File: src/rtl/seq_divider_4_bit_pkg.sv
// Shared state encoding and counter sizing for the sequential restoring divider.
package seq_divider_pkg;

   typedef enum logic [1:0] {
      IDLE = 2'd0,
      CALC = 2'd1,
      DONE = 2'd2
   } state_t;

   localparam int unsigned DEFAULT_N = 4;

   // Step counter must hold the value N itself.
   function automatic int unsigned cnt_width(input int unsigned n);
      return $clog2(n + 1);
   endfunction

endpackage

File: src/rtl/seq_divider_4_bit_if.sv
// Start/operand request and result bundle of the sequential divider.
interface seq_divider_4_bit_if #(parameter int unsigned N = 4);

   logic         start;
   logic [N-1:0] dividend;
   logic [N-1:0] divisor;
   logic [N-1:0] quotient;
   logic [N-1:0] remainder;
   logic         busy;
   logic         done;
   logic         div_by_zero;

   modport master (
      output start, dividend, divisor,
      input  quotient, remainder, busy, done, div_by_zero
   );

   modport slave (
      input  start, dividend, divisor,
      output quotient, remainder, busy, done, div_by_zero
   );

endinterface

File: src/rtl/full_adder_1bit.sv
// Single-bit full adder, the building block of the arithmetic components set.
module full_adder_1bit (
   input  logic a,
   input  logic b,
   input  logic cin,
   output logic sum,
   output logic cout
);

   assign sum  = a ^ b ^ cin;
   assign cout = (a & b) | (a & cin) | (b & cin);

endmodule

File: src/rtl/seq_divider_4_bit_div_trial_sub.sv
// Combinational W-bit trial subtractor a - b: ripple of full adders, b inverted, carry-in 1.
module div_trial_sub #(parameter int unsigned W = 5) (
   input  logic [W-1:0] a,
   input  logic [W-1:0] b,
   output logic [W-1:0] diff,
   output logic         borrow
);

   logic [W:0] carry;

   assign carry[0] = 1'b1;

   for (genvar i = 0; i < W; i++) begin : g_bit
      full_adder_1bit u_fa (
         .a    (a[i]),
         .b    (~b[i]),
         .cin  (carry[i]),
         .sum  (diff[i]),
         .cout (carry[i+1])
      );
   end

   // No carry out of the two's-complement add means a < b.
   assign borrow = ~carry[W];

endmodule

File: src/rtl/seq_divider_4_bit.sv
// Multi-cycle restoring divider, one quotient bit per clock, MSB first.
// Define SEQ_DIVIDER_SIGNED_EN for two's-complement operands (truncating toward zero).
import seq_divider_pkg::*;

module seq_divider_4_bit #(parameter int unsigned N = DEFAULT_N) (
   input logic          clk,
   input logic          rst,
   seq_divider_4_bit_if.slave bus
);

   localparam int unsigned CW = cnt_width(N);

   state_t         state, state_n;
   logic [CW-1:0]  count, count_n;
   logic [N:0]     a, a_n;
   logic [N-1:0]   q, q_n;
   logic [N-1:0]   d, d_n;
   logic [N-1:0]   quo, quo_n;
   logic [N-1:0]   rem, rem_n;
   logic           dbz, dbz_n;

   logic [2*N:0]   aq_sh;
   logic [N:0]     trial;
   logic           borrow;
   logic [N:0]     a_step;
   logic [N-1:0]   q_step;

`ifdef SEQ_DIVIDER_SIGNED_EN
   logic           neg_q, neg_q_n;
   logic           neg_r, neg_r_n;
   logic [N-1:0]   dd_mag, dv_mag;

   assign dd_mag = bus.dividend[N-1] ? -bus.dividend : bus.dividend;
   assign dv_mag = bus.divisor[N-1]  ? -bus.divisor  : bus.divisor;
`endif

   // {A,Q} shifted left as one vector; A's MSB is always 0 between steps.
   assign aq_sh = {a, q} << 1;

   div_trial_sub #(.W(N + 1)) u_trial (
      .a      (aq_sh[2*N:N]),
      .b      ({1'b0, d}),
      .diff   (trial),
      .borrow (borrow)
   );

   assign a_step = borrow ? aq_sh[2*N:N] : trial;
   assign q_step = aq_sh[N-1:0] | {{(N-1){1'b0}}, ~borrow};

   always_comb begin
      state_n = state;
      count_n = count;
      a_n     = a;
      q_n     = q;
      d_n     = d;
      quo_n   = quo;
      rem_n   = rem;
      dbz_n   = dbz;
`ifdef SEQ_DIVIDER_SIGNED_EN
      neg_q_n = neg_q;
      neg_r_n = neg_r;
`endif
      unique case (state)
         IDLE: begin
            if (bus.start) begin
               if (bus.divisor == '0) begin
                  state_n = DONE;
                  quo_n   = '1;
                  rem_n   = bus.dividend;
                  dbz_n   = 1'b1;
               end else begin
                  state_n = CALC;
                  a_n     = '0;
                  count_n = CW'(N);
                  dbz_n   = 1'b0;
`ifdef SEQ_DIVIDER_SIGNED_EN
                  q_n     = dd_mag;
                  d_n     = dv_mag;
                  neg_q_n = bus.dividend[N-1] ^ bus.divisor[N-1];
                  neg_r_n = bus.dividend[N-1];
`else
                  q_n     = bus.dividend;
                  d_n     = bus.divisor;
`endif
               end
            end
         end
         CALC: begin
            a_n     = a_step;
            q_n     = q_step;
            count_n = count - CW'(1);
            if (count == CW'(1)) begin
               state_n = DONE;
`ifdef SEQ_DIVIDER_SIGNED_EN
               quo_n   = neg_q ? -q_step : q_step;
               rem_n   = neg_r ? -a_step[N-1:0] : a_step[N-1:0];
`else
               quo_n   = q_step;
               rem_n   = a_step[N-1:0];
`endif
            end
         end
         DONE:    state_n = IDLE;
         default: state_n = IDLE;
      endcase
   end

   always_ff @(posedge clk) begin
      if (rst) begin
         state <= IDLE;
         count <= '0;
         a     <= '0;
         q     <= '0;
         d     <= '0;
         quo   <= '0;
         rem   <= '0;
         dbz   <= 1'b0;
`ifdef SEQ_DIVIDER_SIGNED_EN
         neg_q <= 1'b0;
         neg_r <= 1'b0;
`endif
      end else begin
         state <= state_n;
         count <= count_n;
         a     <= a_n;
         q     <= q_n;
         d     <= d_n;
         quo   <= quo_n;
         rem   <= rem_n;
         dbz   <= dbz_n;
`ifdef SEQ_DIVIDER_SIGNED_EN
         neg_q <= neg_q_n;
         neg_r <= neg_r_n;
`endif
      end
   end

   assign bus.quotient    = quo;
   assign bus.remainder   = rem;
   assign bus.div_by_zero = dbz;
   assign bus.busy        = (state != IDLE);
   assign bus.done        = (state == DONE);

endmodule

File: src/flat_wrapper.sv
// flat-port wrapper written by rule: the top's interface ports become plain ports
module seq_divider_4_bit_flat 
#(parameter int unsigned N = DEFAULT_N)
  (clk, rst, bus_start, bus_dividend, bus_divisor, bus_quotient, bus_remainder, bus_busy, bus_done, bus_div_by_zero);
  seq_divider_4_bit_if #(.N(N)) bus_i ();
  input logic clk;
  input logic rst;
  input wire logic [$bits(bus_i.start)-1:0] bus_start;
  input wire logic [$bits(bus_i.dividend)-1:0] bus_dividend;
  input wire logic [$bits(bus_i.divisor)-1:0] bus_divisor;
  output wire logic [$bits(bus_i.quotient)-1:0] bus_quotient;
  output wire logic [$bits(bus_i.remainder)-1:0] bus_remainder;
  output wire logic [$bits(bus_i.busy)-1:0] bus_busy;
  output wire logic [$bits(bus_i.done)-1:0] bus_done;
  output wire logic [$bits(bus_i.div_by_zero)-1:0] bus_div_by_zero;
  assign bus_i.start = bus_start;
  assign bus_i.dividend = bus_dividend;
  assign bus_i.divisor = bus_divisor;
  assign bus_quotient = bus_i.quotient;
  assign bus_remainder = bus_i.remainder;
  assign bus_busy = bus_i.busy;
  assign bus_done = bus_i.done;
  assign bus_div_by_zero = bus_i.div_by_zero;
  seq_divider_4_bit #(.N(N)) u_core (.clk(clk), .rst(rst), .bus(bus_i));
endmodule
File: config.mk
export PLATFORM = sky130hd
export DESIGN_NAME = seq_divider_4_bit_flat
export DESIGN_NICKNAME = d
export VERILOG_FILES = /design/src/rtl/seq_divider_4_bit_pkg.sv /design/src/rtl/seq_divider_4_bit_if.sv /design/src/rtl/full_adder_1bit.sv /design/src/rtl/seq_divider_4_bit_div_trial_sub.sv /design/src/rtl/seq_divider_4_bit.sv /design/src/flat_wrapper.sv
export SDC_FILE = /design/constraint.sdc
export NUM_CORES = 1
export LEC_CHECK = 0
export CAP_MARGIN = 10
export CORE_MARGIN = 2
export CORE_UTILIZATION = 45
export CTS_CLUSTER_DIAMETER = 100
export DETAILED_ROUTE_END_ITERATION = 6
export PLACE_DENSITY = 0.69
export REMOVE_ABC_BUFFERS = 1
export SETUP_SLACK_MARGIN = 0.02
export SLEW_MARGIN = 0
export SYNTH_ARGS = -nofsm -noshare
export SYNTH_HDL_FRONTEND = slang
export SYNTH_SLANG_ARGS = --single-unit
File: constraint.sdc
create_clock -name clk -period 6.63 [get_ports clk]
set_clock_uncertainty 0.2 [all_clocks]
set_input_delay 1.326 -clock clk [delete_from_list [all_inputs] [get_ports clk]]
set_output_delay 1.326 -clock clk [all_outputs]
set_load 0.005 [all_outputs]
---- Word level (Yosys, flattened, before mapping) ----
Cells that the tools add are included.
word-level totals
  flip-flop bits (word level) ............. 26
  output and inout port bits .............. 11
  word-level logic and storage cells ...... 83
  input port bits ......................... 11
cells by class
  multiplexer cells ....................... 23
  add/sub/neg operators ................... 1
  equal/unequal tests ..................... 7
  bitwise operators ....................... 35
  reductions and logical operators ........ 9
operators with widths
  operator                                                               number
  4-bit two-way mux                                                      11
  4-bit one-hot mux with 2 select lines                                  4
  1-bit AND                                                              11
  1-bit bitwise OR                                                       10
  1-bit XOR                                                              7
  2-bit two-way mux                                                      3
  3-bit two-way mux                                                      2
  1-bit NOT                                                              6
  3-bit one-hot mux with 2 select lines                                  1
  3-bit AND reduction                                                    2
  4-bit zero test                                                        1
  2-bit by 1-bit != test with 1-bit output, second input constant        2
  2-bit != test, second input constant                                   2
  4-bit by 1-bit bitwise OR with 4-bit output                            1
  2-bit one-hot mux with 2 select lines                                  1
  2-bit AND reduction                                                    2
  4-bit AND reduction                                                    1
  2-bit nonzero test                                                     2
  3-bit by 1-bit equality test with 1-bit output, second input constant  1
  3-bit by 1-bit subtractor with 3-bit output, second input constant     1
  2-bit by 1-bit equality test with 1-bit output, second input constant  1
  2-bit equality test, second input constant                             1
  2-bit zero test                                                        1
  1-bit two-way mux                                                      1

---- Longest topological paths before layout ----
  depth in word-level cells ............... 19
  depth in mapped cells ................... 13

---- Modules after synthesis ----
A second synthesis with hierarchy kept.
second synthesis, totals
  cells, all modules ...................... 132
  area total of the unflattened synthesis .. 1,313.8 µm²
by module, submodules not included
  module             area an instance (µm²)  sequential area each (µm²)  times used  cells an instance
  seq_divider_4_bit  1,187.4                 520.5                       1           120
  full_adder_1bit    20.0                    0.0                         5           1
  div_trial_sub      26.3                    0.0                         1           7

---- Least setup slack after synthesis ----
OpenSTA, ideal clock, no wires.
  path kind ............................... reg2reg
  start point ............................. register u_core.q[3]
  end point ............................... register u_core.rem[1] (netlist: u_core.bus.remainder[1])
  period minus slack after synthesis ...... 2,674 ps
  cell stages (with the launch flop) ...... 14
  setup slack ............................. 3,956 ps
  setup time .............................. 71 ps
  data arrival time ....................... 2,403 ps
  cells stage by stage .................... dfxtp_1 -> inv_1 -> ha_1 -> inv_1 -> fa_1 -> inv_1 -> fa_1 -> inv_1 -> fa_1 -> or2_1 -> clkbuf_1 -> mux2i_1 -> a211o_1 -> a21oi_1
between the ends
  word-level cells in the longest chain between the ends .. 18
  elaborated cells between the ends (all ways) .. 22
  classes of those cells .................. mux: 3; bitwise: 19
ends and longest elaborated chain
  element                                  RTL line                  RTL
  from (decl)                              seq_divider_4_bit.sv:16   logic [N-1:0] q, q_n;
  from (signal assigned)                   seq_divider_4_bit.sv:126  q <= q_n;
  1-bit AND                                full_adder_1bit.sv:11     assign cout = (a & b) | (a & cin) | (b & cin);
  1-bit bitwise OR * (2 in series)         full_adder_1bit.sv:11
  1-bit AND                                full_adder_1bit.sv:11
  1-bit bitwise OR (2 in series)           full_adder_1bit.sv:11
  1-bit AND                                full_adder_1bit.sv:11
  1-bit bitwise OR (2 in series)           full_adder_1bit.sv:11
  1-bit AND                                full_adder_1bit.sv:11
  1-bit bitwise OR (2 in series)           full_adder_1bit.sv:11
  1-bit AND                                full_adder_1bit.sv:11
  1-bit bitwise OR (2 in series)           full_adder_1bit.sv:11
  4-bit two-way mux *                      seq_divider_4_bit.sv:47   assign a_step = borrow ? aq_sh[2*N:N] : trial;
  4-bit two-way mux *                      seq_divider_4_bit.sv:92   if (count == CW'(1)) begin
  4-bit one-hot mux with 2 select lines *  seq_divider_4_bit.sv:63   unique case (state)
  to (signal assigned)                     seq_divider_4_bit.sv:129  rem <= rem_n;
  to (decl)                                seq_divider_4_bit.sv:19   logic [N-1:0] rem, rem_n;
Mark *: on every way between the ends. The rest lies on a longest branch, timed or not. The select of a mux whose other input is x is not followed.
A chain may end at the register's enable or synchronous reset.

---- Final worst setup path ----
  start point ............................. register u_core.state[0]
  end point ............................... output bus_busy
between the ends
  word-level cells in the longest chain between the ends .. 1
ends and longest elaborated chain
  element                 RTL line                  RTL
  from (decl)             seq_divider_4_bit.sv:13   state_t state, state_n;
  from (signal assigned)  seq_divider_4_bit.sv:123  state <= state_n;
  2-bit nonzero test      seq_divider_4_bit.sv:141  assign bus.busy = (state != IDLE);
  to (decl)               flat_wrapper.sv:13        output wire logic [$bits(bus_i.busy)-1:0] bus_busy;
No other way between the ends.

==> flow_summary.rst <==
.. list-table::
   :header-rows: 1

   * - Metric
     - Value
   * - Run status
     - finished, final reports clean
   * - Kind of end point of the critical path
     - output pin
   * - Detailed Place HPWL
     - ~2100 um
   * - Buffers added on ports
     - 21
   * - Critical path's slowest cell
     - sky130_fd_sc_hd__dfxtp_1
   * - Top library cells by usage in the layout, fill and taps aside
     - 31 x sky130_fd_sc_hd__nor2_1, 26 x sky130_fd_sc_hd__dfxtp_1, 21 x sky130_fd_sc_hd__clkdlybuf4s50_1
   * - Area taken by flip-flops and latches
     - between 500 and 600 um^2
   * - Leftover overflow at the end of global routing
     - 0
   * - Worst path buffer plus inverter count
     - 2
   * - Number of register bits inferred by synthesis
     - 26
   * - Synth Cell Area
     - approximately 1300 um^2
   * - CTS HTree Levels
     - 1
   * - Critical path launch point type
     - register
   * - CTS tree
     - yes
   * - Starting utilization of the core area
     - a little under half
   * - Final hold violation count
     - 0
   * - Timing-limited maximum frequency
     - about 320 MHz
   * - Cell chosen for the clock root
     - sky130_fd_sc_hd__clkbuf_4
   * - Multi-input gate area
     - 700.7 um^2
   * - Final setup fails
     - 0
   * - CTS Buffer Depth
     - 2
   * - Commonest non-fill, non-tap cell in the layout
     - sky130_fd_sc_hd__nor2_1
   * - Worst Path Arrival
     - between 1.5 and 2 ns
   * - Global placement routability congestion
     - between 0.7 and 0.8
   * - GR Util met2
     - around 29%
   * - DR DRC count
     - 0
   * - Unique cell type count in the Yosys netlist
     - 31
   * - Req. time, crit path
     - slightly above 5 ns
   * - Number of top-level design ports
     - 22
   * - Diode insertion count for antenna repair
     - 0
   * - Wirelength per Cell
     - around 14 um
   * - Leakage power
     - ~0.60 nW
   * - Clock input transition at the sequential cells of the worst setup and hold paths
     - 0.14 ns
   * - Layout Nets
     - ~180
   * - Number of warnings reported in the yosys synthesis log
     - 0
   * - Layer with the highest usage after global routing
     - met2
   * - Least-Margin Pin Slew
     - slightly above 1 ns
   * - CTS hold repair buffers
     - 0
   * - Via count normalized by instance count
     - between 5 and 6
   * - Unrepaired setup endpoints after global routing
     - false
   * - Area overhead of the layout relative to synthesis
     - 19.05%
   * - Number of antenna violations at the first check in global routing
     - 0
   * - Clock latency of the later-clocked register in the worst-skew pair
     - ~0.32 ns
   * - Die span in y
     - 58.16 um
   * - Total via count in the routed design
     - roughly 1100
   * - Portion of the clock cycle consumed by the worst path in the final layout
     - between 40% and 50%
   * - Setup TNS Final
     - 0 ns
   * - Wire length of the first global-routing pass
     - between 4000 and 5000 um
   * - GRT met1 Usage
     - a little under a quarter
   * - Cell type group with the largest total delay on the critical path
     - buffers and inverters
   * - Global routing usage summed across all routing layers
     - between 10% and 20%
   * - Shortest clock period the worst path allows after layout
     - 3.131 ns
   * - Maximum number of pins on one net before global-route repair
     - 27
   * - Sequence of cells on the critical path
     - nor2_1 > inv_1 > clkdlybuf4s50_1
   * - Final WL
     - between 2000 and 3000 um
   * - Via count of the first global-routing pass
     - 978
   * - Reported max-cap violation count
     - 0
   * - Total of cells resized after clock tree synthesis
     - 0
   * - Remaining antenna violation count after routing
     - 0
   * - Portion of the post-synthesis area used by sequential elements
     - 39.43%
   * - Total non-filler cell area in the finished layout
     - 1572 um^2
   * - Initial detailed-routing violation count
     - 15
   * - Floorplan die area
     - approximately 3400 um^2
   * - Kind of critical path
     - register to output pin
   * - Inserted Clock Buffers
     - 3
   * - Final-layout fill cell count
     - between 200 and 300
   * - Relative slew margins
     - 32.75%
   * - Row cnt
     - 19
   * - Worst Hold Class
     - register to register
   * - Power density over the cells
     - 233.2 nW/um^2
   * - Number of standard cells after synthesis
     - between 100 and 150
   * - Standard cell area after detailed placement
     - approximately 1500 um^2
   * - Slowest cell delay on critical path
     - ~0.54 ns
   * - Number of search-and-repair iterations in the first detailed-routing pass
     - 4
   * - Syn_area_per_cell
     - a little under 9 um^2
   * - Postcts setup bufs
     - 0
   * - Highest net fanout along the worst path
     - 8
   * - Share of post-route cells with drive strength above 1
     - approximately 8.5%
   * - Grt met3 use
     - under 10%
   * - Sinks on the clock net
     - 26
   * - Max rail drop VDD
     - between 0.15 and 0.2 mV
   * - Count of final max-slew check failures
     - 0
   * - Horiz. Die Dim
     - a little under 60 um
   * - Placeable core area
     - 2781 um^2
==> flip-flops by register name (all words and copies together), names as in the netlist <==
signal                  cells
u_core.a                    4
u_core.bus.quotient         4
u_core.bus.remainder        4
u_core.d                    4
u_core.q                    4
u_core.count                3
u_core.state                2
u_core.bus.div_by_zero      1
==> path summary, 6_finish.rpt <==
kind | start | end | slack [ns] | cells after the start
setup / recovery | u_core.state[0] | bus_busy | 3.50 | 3
hold / removal | u_core.bus.remainder[1] | u_core.bus.remainder[1] | 0.28 | 2
setup reg to reg | u_core.q[3] | u_core.bus.remainder[2] | 3.74 | 12
hold reg to reg | u_core.bus.remainder[1] | u_core.bus.remainder[1] | 0.28 | 2
==> Yosys cell counts <==
cell type | instances | share of area, %
sky130_fd_sc_hd__fa_1 | 3 | 4.5
sky130_fd_sc_hd__o22a_1 | 1 | 0.66
sky130_fd_sc_hd__a211o_1 | 2 | 1.3
sky130_fd_sc_hd__nand2_1 | 5 | 1.4
sky130_fd_sc_hd__a21o_1 | 1 | 0.57
sky130_fd_sc_hd__nor3_2 | 1 | 0.76
sky130_fd_sc_hd__nor4_4 | 1 | 1.6
sky130_fd_sc_hd__buf_2 | 1 | 0.38
sky130_fd_sc_hd__o21a_1 | 1 | 0.57
sky130_fd_sc_hd__nand3_1 | 1 | 0.38
sky130_fd_sc_hd__nor2_1 | 31 | 8.8
sky130_fd_sc_hd__buf_4 | 2 | 1.1
sky130_fd_sc_hd__nand2b_1 | 2 | 0.95
sky130_fd_sc_hd__mux2i_1 | 6 | 4.5
sky130_fd_sc_hd__a2bb2oi_1 | 2 | 1.3
sky130_fd_sc_hd__a21oi_4 | 1 | 1.2
sky130_fd_sc_hd__a31oi_1 | 1 | 0.47
sky130_fd_sc_hd__nor2b_1 | 4 | 1.9
sky130_fd_sc_hd__or2_1 | 1 | 0.47
sky130_fd_sc_hd__a211oi_1 | 7 | 4.0
sky130_fd_sc_hd__inv_1 | 13 | 3.7
sky130_fd_sc_hd__dfxtp_1 | 26 | 39
sky130_fd_sc_hd__buf_6 | 1 | 0.85
sky130_fd_sc_hd__ha_1 | 3 | 2.8
sky130_fd_sc_hd__nor3_1 | 4 | 1.5
sky130_fd_sc_hd__a311oi_2 | 4 | 4.5
sky130_fd_sc_hd__a32oi_2 | 1 | 1.2
sky130_fd_sc_hd__clkbuf_1 | 5 | 1.4
sky130_fd_sc_hd__or4_4 | 1 | 0.85
sky130_fd_sc_hd__a21oi_1 | 15 | 5.7
sky130_fd_sc_hd__a32o_2 | 1 | 0.85
==> cells by family (layout without fill, tap and decap cells) <==
kind of cell | after synthesis | after routing | synth area share [%]
AO/OA/AOI/OAI | 37 | 37 | 22.47
adder cells (fa/ha/maj) | 6 | 6 | 7.394
buffers and inverters | 22 | 38 | 7.488
flip-flops | 26 | 26 | 39.43
multiplexers | 6 | 6 | 4.550
AND/OR/NAND/NOR | 51 | 51 | 18.67
==> worst reg2reg max path: stages (launching register included) <==
cell	delay, ns
sky130_fd_sc_hd__dfxtp_1	0.34
sky130_fd_sc_hd__inv_1	0.07
sky130_fd_sc_hd__ha_1	0.14
sky130_fd_sc_hd__inv_1	0.05
sky130_fd_sc_hd__fa_1	0.36
sky130_fd_sc_hd__inv_1	0.07
sky130_fd_sc_hd__fa_1	0.15
sky130_fd_sc_hd__inv_1	0.05
sky130_fd_sc_hd__fa_1	0.42
sky130_fd_sc_hd__or2_1	0.29
sky130_fd_sc_hd__a211oi_1	0.43
sky130_fd_sc_hd__a211oi_1	0.08
sky130_fd_sc_hd__nor3_1	0.18
==> metrics by stage <==
| step | util, % | power [mW] | instances | worst slack, ns | hold slack, ns |
|---|---|---|---|---|---|
| 2_1_floorplan | - | 0.2311 | 139 | 4.016 | 0.2422 |
| 3_3_place_gp | 54.61 | 0.2581 | 191 | 3.393 | 0.2447 |
| 3_5_place_dp | 54.61 | 0.2614 | 191 | 3.328 | 0.2538 |
| 4_1_cts | 56.50 | 0.3710 | 195 | 3.489 | 0.2734 |
| 5_1_grt | 56.50 | 0.3888 | 195 | 3.421 | 0.2949 |
| 6_report | 56.50 | 0.3665 | 195 | 3.499 | 0.2819 |
==> power by group <==
| part | total (mW) | leakage (nW) | switching, mW | internal (mW) |
|---|---|---|---|---|
| Sequential | 0.176 | 0.213 | 0.00842 | 0.167 |
| Clock | 0.109 | 0.0279 | 0.0476 | 0.0611 |
| Combinational | 0.0820 | 0.355 | 0.0453 | 0.0367 |
==> area by class of cell <==
type | instances | share of cell area [%]
Clock inverter | 1 | 1.911
Timing Repair Buffer | 21 | 13.38
Multi-Input combinational cell | 100 | 44.59
Inverter | 13 | 3.105
Clock buffer | 3 | 1.433
Tap cell | 31 | 2.468
Sequential cell | 26 | 33.12
==> metal layers <==
layer  part of all wire [%]  vias to the layer above
met3                    3.8                        5
li1                       -                      534
met1                     47                      504
met4                    1.6                        0
met2                     48                       19
met5                      0                        -
No activity file was read; power rests on OpenSTA's default activity.
